### src/rtl/dds_sweep_ctrl.sv
// Sequences freq/phase/amp words for the dds: amplitude soft-start, stepped frequency sweep, ramp-down.
// Registered outputs; every change is gated by the dac_start sample strobe except start/stop handling.
`timescale 1ns/1ps
module dds_sweep_ctrl #(
  parameter int FW = 20,
  parameter int PW = 10,
  parameter int AW = 12,
  parameter int DW = 16
) (
  input  logic          clk,
  input  logic          rst,
  input  logic          start,
  input  logic          stop,
  input  logic          mode,
  input  logic [FW-1:0] f_start,
  input  logic [FW-1:0] f_stop,
  input  logic [FW-1:0] f_step,
  input  logic [DW-1:0] dwell,
  input  logic [AW-1:0] amp_target,
  input  logic [AW-1:0] amp_step,
  input  logic [PW-1:0] phase_in,
  input  logic          dac_start,
  output logic [FW-1:0] freq,
  output logic [PW-1:0] phase,
  output logic [AW-1:0] amp,
  output logic          busy,
  output logic          done,
  output logic          wrap
);

  typedef enum logic [1:0] {IDLE, RAMP_UP, SWEEP, RAMP_DOWN} state_t;

  state_t        state_q, state_d;
  logic [FW-1:0] freq_q, freq_d;
  logic [PW-1:0] phase_q, phase_d;
  logic [AW-1:0] amp_q, amp_d;
  logic          busy_q, busy_d, done_q, done_d, wrap_q, wrap_d;
  logic [DW-1:0] cnt_q, cnt_d;

  // configuration captured at an accepted start
  logic [FW-1:0] f_start_q, f_start_d, f_stop_q, f_stop_d, f_step_q, f_step_d;
  logic [DW-1:0] dwell_q, dwell_d;
  logic [AW-1:0] amp_tgt_q, amp_tgt_d, amp_step_q, amp_step_d;
  logic          mode_q, mode_d;

  logic [AW:0]   amp_up;
  logic [AW-1:0] amp_up_sat, amp_dn_sat;
  logic [FW:0]   freq_nxt;
  logic [DW-1:0] dwell_last;

  always_comb begin
    amp_up     = {1'b0, amp_q} + {1'b0, amp_step_q};
    amp_up_sat = (amp_step_q == '0 || amp_up >= {1'b0, amp_tgt_q}) ? amp_tgt_q : amp_up[AW-1:0];
    amp_dn_sat = (amp_step_q == '0 || amp_q <= amp_step_q) ? '0 : amp_q - amp_step_q;
    freq_nxt   = {1'b0, freq_q} + {1'b0, f_step_q};
    dwell_last = (dwell_q == '0) ? '0 : dwell_q - DW'(1);
  end

  always_comb begin
    state_d    = state_q;
    freq_d     = freq_q;
    phase_d    = phase_q;
    amp_d      = amp_q;
    busy_d     = busy_q;
    done_d     = 1'b0;
    wrap_d     = 1'b0;
    cnt_d      = cnt_q;
    f_start_d  = f_start_q;
    f_stop_d   = f_stop_q;
    f_step_d   = f_step_q;
    dwell_d    = dwell_q;
    amp_tgt_d  = amp_tgt_q;
    amp_step_d = amp_step_q;
    mode_d     = mode_q;
    case (state_q)
      IDLE: begin
        if (start && !stop) begin
          f_start_d  = f_start;
          f_stop_d   = f_stop;
          f_step_d   = f_step;
          dwell_d    = dwell;
          amp_tgt_d  = amp_target;
          amp_step_d = amp_step;
          mode_d     = mode;
          freq_d     = f_start;
          phase_d    = phase_in;
          amp_d      = '0;
          busy_d     = 1'b1;
          cnt_d      = '0;
          state_d    = RAMP_UP;
        end
      end
      RAMP_UP: begin
        if (stop) begin
          state_d = RAMP_DOWN;
        end else if (dac_start) begin
          amp_d = amp_up_sat;
          if (amp_up_sat == amp_tgt_q) begin
            cnt_d   = '0;
            state_d = SWEEP;
          end
        end
      end
      SWEEP: begin
        if (stop) begin
          state_d = RAMP_DOWN;
        end else if (dac_start) begin
          if (cnt_q == dwell_last) begin
            cnt_d = '0;
            if (freq_nxt <= {1'b0, f_stop_q}) begin
              freq_d = freq_nxt[FW-1:0];
            end else if (mode_q) begin
              freq_d = f_start_q;
              wrap_d = 1'b1;
            end else begin
              state_d = RAMP_DOWN;
            end
          end else begin
            cnt_d = cnt_q + DW'(1);
          end
        end
      end
      RAMP_DOWN: begin
        if (dac_start) begin
          amp_d = amp_dn_sat;
          if (amp_dn_sat == '0) begin
            busy_d  = 1'b0;
            done_d  = 1'b1;
            state_d = IDLE;
          end
        end
      end
      default: state_d = IDLE;
    endcase
  end

  always_ff @(posedge clk or negedge rst) begin
    if (!rst) begin
      state_q    <= IDLE;
      freq_q     <= '0;
      phase_q    <= '0;
      amp_q      <= '0;
      busy_q     <= 1'b0;
      done_q     <= 1'b0;
      wrap_q     <= 1'b0;
      cnt_q      <= '0;
      f_start_q  <= '0;
      f_stop_q   <= '0;
      f_step_q   <= '0;
      dwell_q    <= '0;
      amp_tgt_q  <= '0;
      amp_step_q <= '0;
      mode_q     <= 1'b0;
    end else begin
      state_q    <= state_d;
      freq_q     <= freq_d;
      phase_q    <= phase_d;
      amp_q      <= amp_d;
      busy_q     <= busy_d;
      done_q     <= done_d;
      wrap_q     <= wrap_d;
      cnt_q      <= cnt_d;
      f_start_q  <= f_start_d;
      f_stop_q   <= f_stop_d;
      f_step_q   <= f_step_d;
      dwell_q    <= dwell_d;
      amp_tgt_q  <= amp_tgt_d;
      amp_step_q <= amp_step_d;
      mode_q     <= mode_d;
    end
  end

  assign freq  = freq_q;
  assign phase = phase_q;
  assign amp   = amp_q;
  assign busy  = busy_q;
  assign done  = done_q;
  assign wrap  = wrap_q;

endmodule

### config.mk
export PLATFORM = sky130hd
export DESIGN_NAME = dds_sweep_ctrl
export DESIGN_NICKNAME = d
export VERILOG_FILES = /design/src/rtl/dds_sweep_ctrl.sv
export SDC_FILE = /design/constraint.sdc
export NUM_CORES = 1
export LEC_CHECK = 0
export CELL_PAD_IN_SITES_DETAIL_PLACEMENT = 0
export CELL_PAD_IN_SITES_GLOBAL_PLACEMENT = 1
export CORE_MARGIN = 2
export CORE_UTILIZATION = 40
export CTS_BUF_LIST = sky130_fd_sc_hd__clkbuf_4 sky130_fd_sc_hd__clkbuf_8
export CTS_CLUSTER_DIAMETER = 200
export DETAILED_ROUTE_END_ITERATION = 7
export PLACE_DENSITY = 0.82
export RECOVER_POWER = 100
export SYNTH_ARGS = -nofsm -noshare
export SYNTH_HDL_FRONTEND = slang
export SYNTH_SLANG_ARGS = --single-unit
### constraint.sdc
create_clock -name clk -period 4.7 [get_ports clk]
set_input_delay 0.47 -clock clk [delete_from_list [all_inputs] [get_ports clk]]
set_output_delay 0.47 -clock clk [all_outputs]
set_load 0.05 [all_outputs]
==> metrics.cfg, run 1 <==
[clock_network]
clk_pin_slew_ps = 90
htree_levels = 4
cts_tree = yes
cts.sinks = 164
clk_latency_ps = 480
cts_hold_buf = 0
cts_buffer_depth = 2
root_buffer = clkbuf_8
cts_buffers = 17

[min_path]
hp-class = flip-flop to flip-flop
min_from = phase[0]
min_path_cells = 1
holdPathEnd = phase[0]

[floorplan]
dieArea_um2 = 29800
num_rows = 61
core_um2 = 27900
ios = 161
die_h_um = 173
start_util = 0.408
die_width_um = 173

[route]
ant_nets = 0
wl_um = 31200
initialDrtViolationCount = 608
route.detailed.drc = 0
avgRoutedWirePerCell_um = 18.0
viasPerCell = 5.45
vias = 9467
first_pass_iters = 5

[logic_synthesis]
syn_nets = 1355
ys_seq_elements = 164
synth_area_per_cell_um2 = 9.85
synthCells = 1153
async_reset_ff_frac = 1.00
synth_area_um2 = 11400
synth_edf_count = 0
seq_area_frac_synth = 0.361
synthFlopType = dfrtp_1
yosys_warnings = 0
synthDistinctLibCells = 84

[timing]
period_minus_slack_ps = 4850
skew_ps = 20.4
tightest_slew_ps = 2420
slew_viol_final = 202
hold_viol = 0
max_slew_margin = -0.613
fin_crit_sh = 1.03
maxClockFrequency_mhz = 206
final-setup-viol-count = 21
rsz0062_at_grt = true
fin_ws_ps = -153

[global_route]
grtUsageTotal = 0.211
antenna_found_initial = 3
grt_pass1_wl_um = 50900
grt_pass1_vias = 9511
overflow = 0
grt_max_degree = 94

[run_status]
failed_checks = max-capacitance violations, max-slew violations, negative setup slack
status = finished, violations left

[final_layout]
antenna_cells = 0
final_layout_size_suffix_gt1_frac = 0.198
final_util = 0.513
area_growth_pct = 25.7
fin_nets = 1549

[job]
drv_cap = 3

[critical_path]
worstSetupPathType = flip-flop to flip-flop
crit_path_end_kind = flip-flop
r2r_slack_ps = -150
cp.arrival_ps = 5210
cpPeakStageDelay_ps = 440
critical-path-slowest-cell = dfrtp_2
r2r_end = freq[14]
cp_cell_sequence = ha_4 -> fa_2 -> a21o_1 -> a221oi_2 -> o221ai_2 -> a221oi_2 -> inv_1 -> a21oi_2 -> xnor2_2 -> ha_1 -> nand4_1 -> buf_4 -> nor4_4 -> a21boi_4 -> a2111oi_4 -> o221ai_4 -> nand2b_1 -> buf_4 -> a31oi_4 -> buf_12 -> buf_12 -> mux2_4
r2r_cells = 22
crit_required_ps = 5050
reg2reg_from = freq[0]
cp_max_fo = 5
cp-start-kind = flip-flop

[placement]
io_buffers = 160
hpwl_um = 23300
gp_congestion = 0.902

-- state kept, by name, indices dropped and copies added, names as in the netlist --
name / count
phase: 10
done: 1
amp_tgt_q: 12
cnt_q: 16
amp_step_q: 12
amp: 12
freq: 20
busy: 1
f_start_q: 20
f_step_q: 20
wrap: 1
f_stop_q: 20
state_q: 2
mode_q: 1
dwell_q: 16
-- synth_stat cells, drive strengths merged, types with 24 or more instances --
| cell type | count | area share |
|---|---|---|
| dfrtp | 164 | 0.36 |
| nor2 | 89 | 0.029 |
| mux2i | 29 | 0.026 |
| o21ai | 55 | 0.025 |
| a21oi | 71 | 0.032 |
| ha | 83 | 0.091 |
| inv | 79 | 0.026 |
| mux2 | 135 | 0.14 |
| nor3 | 24 | 0.011 |
| nand2 | 57 | 0.019 |
| clkbuf | 34 | 0.012 |
| xnor2 | 34 | 0.026 |
-- worst max-delay path by stage --
stage / endpoint / from / slack [ps]
CTS: freq[1] / freq[0] / -50
finish: freq[14] / freq[0] / -150
detailed placement: freq[1] / freq[0] / -290
floorplan: state_q[1] / freq[0] / 0.4
global placement: state_q[1] / freq[0] / -30
global route: freq[14] / freq[0] / -420
-- critical path, delay by kind of cell (launching register included) --
kind | cells | cell delay, ps
AOI/OAI and AO/OA | 9 | 1950
adders and majority gates | 3 | 820
buffers and inverters | 5 | 730
DFF | 1 | 440
and+or+nand+nor | 3 | 420
muxes | 1 | 300
xor gates and xnor gates | 1 | 80
-- placed cells by master (no fill, tap or decap), types with 6 or more instances in the layout --
cell,count
dfrtp_1,161
and3_1,15
o31ai_1,15
mux2_4,21
mux2i_1,28
a211oi_1,8
ha_1,81
buf_4,50
nand4_1,13
o21ai_0,52
nor4_1,9
xnor2_1,32
nand3_1,19
a21o_1,16
a21oi_1,68
clkdlybuf4s50_1,114
mux2_2,113
nor2b_1,11
o211ai_1,8
clkbuf_8,17
nor2_1,89
inv_1,78
o21a_1,7
a31oi_1,12
dlygate4sd3_1,45
nor3_1,21
xor2_1,15
or3_1,9
nand2_1,56
clkinvlp_4,6
nand2b_1,22
-- stage by stage --
stage,worst slack [ps],hold slack (ps),instance area (µm²),cells,setup TNS (ps)
detailed placement,-291,492,13700,1690,-5410
CTS,-47.8,106,14300,1732,-450
global placement,-34.5,486,13700,1690,-121
floorplan,0.416,174,11400,1153,0
global route,-415,525,14300,1736,-8820
finish,-153,503,14300,1736,-2340
-- kinds of logic after synthesis --
group           after synthesis  synth area share
flops                       164             0.361
simple gates                301             0.138
fa+ha+maj                    86            0.0967
compound gates              261             0.153
buf+inv                     127            0.0460
mux                         164             0.166
xor+xnor                     50            0.0385
-- what timing repair did --
action                     in CTS  in global routing
buffers inserted                9                  5
setup endpoints to repair      22                 46
resized for setup              16                 10
pin swaps                       8                  4
cloned                          3                  0
-- routing by layer --
metal | vias to the layer above | GRT usage | share of wire
met5 | - | 0 | 0.00093
met4 | 6 | 0.0566 | 0.019
met3 | 43 | 0.0539 | 0.058
met2 | 247 | 0.339 | 0.46
met1 | 4587 | 0.284 | 0.46
li1 | 4584 | - | -
-- layout make-up --
type                    count  area [µm²]
clock buffers              17         234
clock inverters            13         130
fillers                  2575       13600
inverters                  80         300
multi-input cells         862        6920
flip-flops and latches    164        4110
well taps                 378         473
repair buffers            222        2120
Power of run 1 is not shown: default switching activity piles up to over one toggle a cycle in this logic, so the estimate is an artifact.
==> inputs of run 2 (changes only) <==
CORE_UTILIZATION = 44   (was 40)
CTS_CLUSTER_DIAMETER = not set   (was 200)
PLACE_DENSITY = 0.86   (was 0.82)
clock period = 5.43 ns   (was 4.7 ns; I/O delays follow)
==> metrics.cfg, run 2 (synthesis results as in run 1) <==
[timing]
hold_viol = 0
final-setup-viol-count = 0
rsz0062_at_grt = true
max_slew_margin = -1.45
period_minus_slack_ps = 5200
skew_ps = 17.3
tightest_slew_ps = 3680
maxClockFrequency_mhz = 192
fin_crit_sh = 0.958
slew_viol_final = 179

[clock_network]
cts_tree = yes
cts.sinks = 164
htree_levels = 4
cts_buffer_depth = 2
clk_pin_slew_ps = 90
cts_hold_buf = 0
clk_latency_ps = 480
cts_buffers = 17
root_buffer = clkbuf_8
cts_setup_buffers = 0

[route]
viasPerCell = 5.61
route.detailed.drc = 0
wl_um = 29900
ant_nets = 0
avgRoutedWirePerCell_um = 18.2
initialDrtViolationCount = 529
first_pass_iters = 5
vias = 9219

[floorplan]
dieArea_um2 = 27100
core_um2 = 25300
die_h_um = 165
die_width_um = 165
ios = 161
start_util = 0.450
num_rows = 58

[global_route]
grt_pass1_vias = 8956
grtUsageTotal = 0.220
antenna_found_initial = 2
overflow = 0
grt_pass1_wl_um = 47000
grt_max_degree = 64

[final_layout]
fin_cells = 1642
area_growth_pct = 20.4
final_layout_size_suffix_gt1_frac = 0.144
design_area_um2 = 13700
fin_nets = 1500
mostFrequentLayoutCells = 164 x dfrtp_1, 115 x mux2_2, 115 x clkdlybuf4s50_1
final_common_cell = dfrtp_1

[job]
drv_cap = 3

[placement]
io_buffers = 160
dpl.cell_count = 1609
hpwl_um = 22200
gp_congestion = 0.906
post_dp_cell_area_um2 = 13300

[min_path]
min_from = phase[9]
hp-class = flip-flop to flip-flop
holdPathEnd = phase[9]
min_path_cells = 1

[critical_path]
crit_required_ps = 5790
r2r_slack_ps = 230
r2r_end = freq[19]
cp.arrival_ps = 5560
cp_max_fo = 22
cp-start-kind = flip-flop
crit_path_end_kind = flip-flop
r2r_cells = 20
reg2reg_from = freq[0]
worstSetupPathType = flip-flop to flip-flop

[run_status]
failed_checks = max-capacitance violations, max-slew violations
status = finished, violations left

==> run 2: changes by cell type in the layout (fill, tap and decap cells not counted), moves of 3 or more <==
cell	delta
buf_4	-45
dfrtp_1	+3
dfrtp_2	-3
mux2_4	-18
mux2_1	+16
clkinvlp_4	-3
==> run 2: how the worst max path moves through the flow <==
stage | from | to | slack [ps] | depth (start not counted)
6_report | freq[0] | freq[19] | 230 | 20
5_1_grt | freq[0] | state_q[1] | -40 | 21
4_1_cts | freq[0] | state_q[1] | 80 | 21
3_5_place_dp | freq[0] | state_q[1] | -40 | 21
3_3_place_gp | freq[0] | state_q[1] | 150 | 21
2_1_floorplan | freq[0] | state_q[1] | 270 | 20
==> run 2: critical path, stage by stage (launching register included) <==
cell       delay (ps)
dfrtp_1           410
ha_1              230
fa_1              430
a21o_1            220
a221oi_4          330
o221ai_4          200
a221oi_2          310
inv_1              60
a21oi_1           170
xnor2_1           110
ha_1              330
nand4_1           170
nor4_1            410
a21boi_0          320
a2111oi_2          70
buf_4             150
o221ai_4          180
buf_6             320
mux2i_1           230
a21oi_1            80
mux2_1            320
==> run 2: area by class of cell <==
class / count / area (µm²)
multi-input combinational: 862 / 6750
clock inverter: 13 / 173
sequential: 164 / 4100
inverter: 80 / 300
timing repair buffer: 173 / 1680
antenna: 1 / 2.50
fill: 2282 / 11600
clock buffer: 19 / 255
tap: 330 / 413
==> run 2: through the flow <==
step	utilization	setup slack [ps]	hold slack, ps	setup TNS [ps]
final	0.542	229	507	0
after global routing	0.542	-44.2	527	-121
after CTS	0.544	82.7	60.4	0
after detailed placement	0.527	-38.2	494	-38.2
after global placement	0.527	154	486	0
after floorplan	-	266	247	0
==> run 2: layer usage <==
| metal | GRT usage | routed length, µm | up-vias | share of wire |
|---|---|---|---|---|
| li1 | - | - | 4493 | - |
| met1 | 0.291 | 13700 | 4424 | 0.46 |
| met2 | 0.361 | 13600 | 257 | 0.46 |
| met3 | 0.0522 | 1990 | 43 | 0.067 |
| met4 | 0.0601 | 583 | 2 | 0.020 |
| met5 | 0 | 11 | - | 0.00037 |
==> run 2: timing repair <==
| action | CTS | global route |
|---|---|---|
| pin swaps | 0 | 3 |
| resized for setup | 2 | 9 |
| endpoints found under the setup margin | 22 | 22 |
Power of run 2 is left out for the same reason.
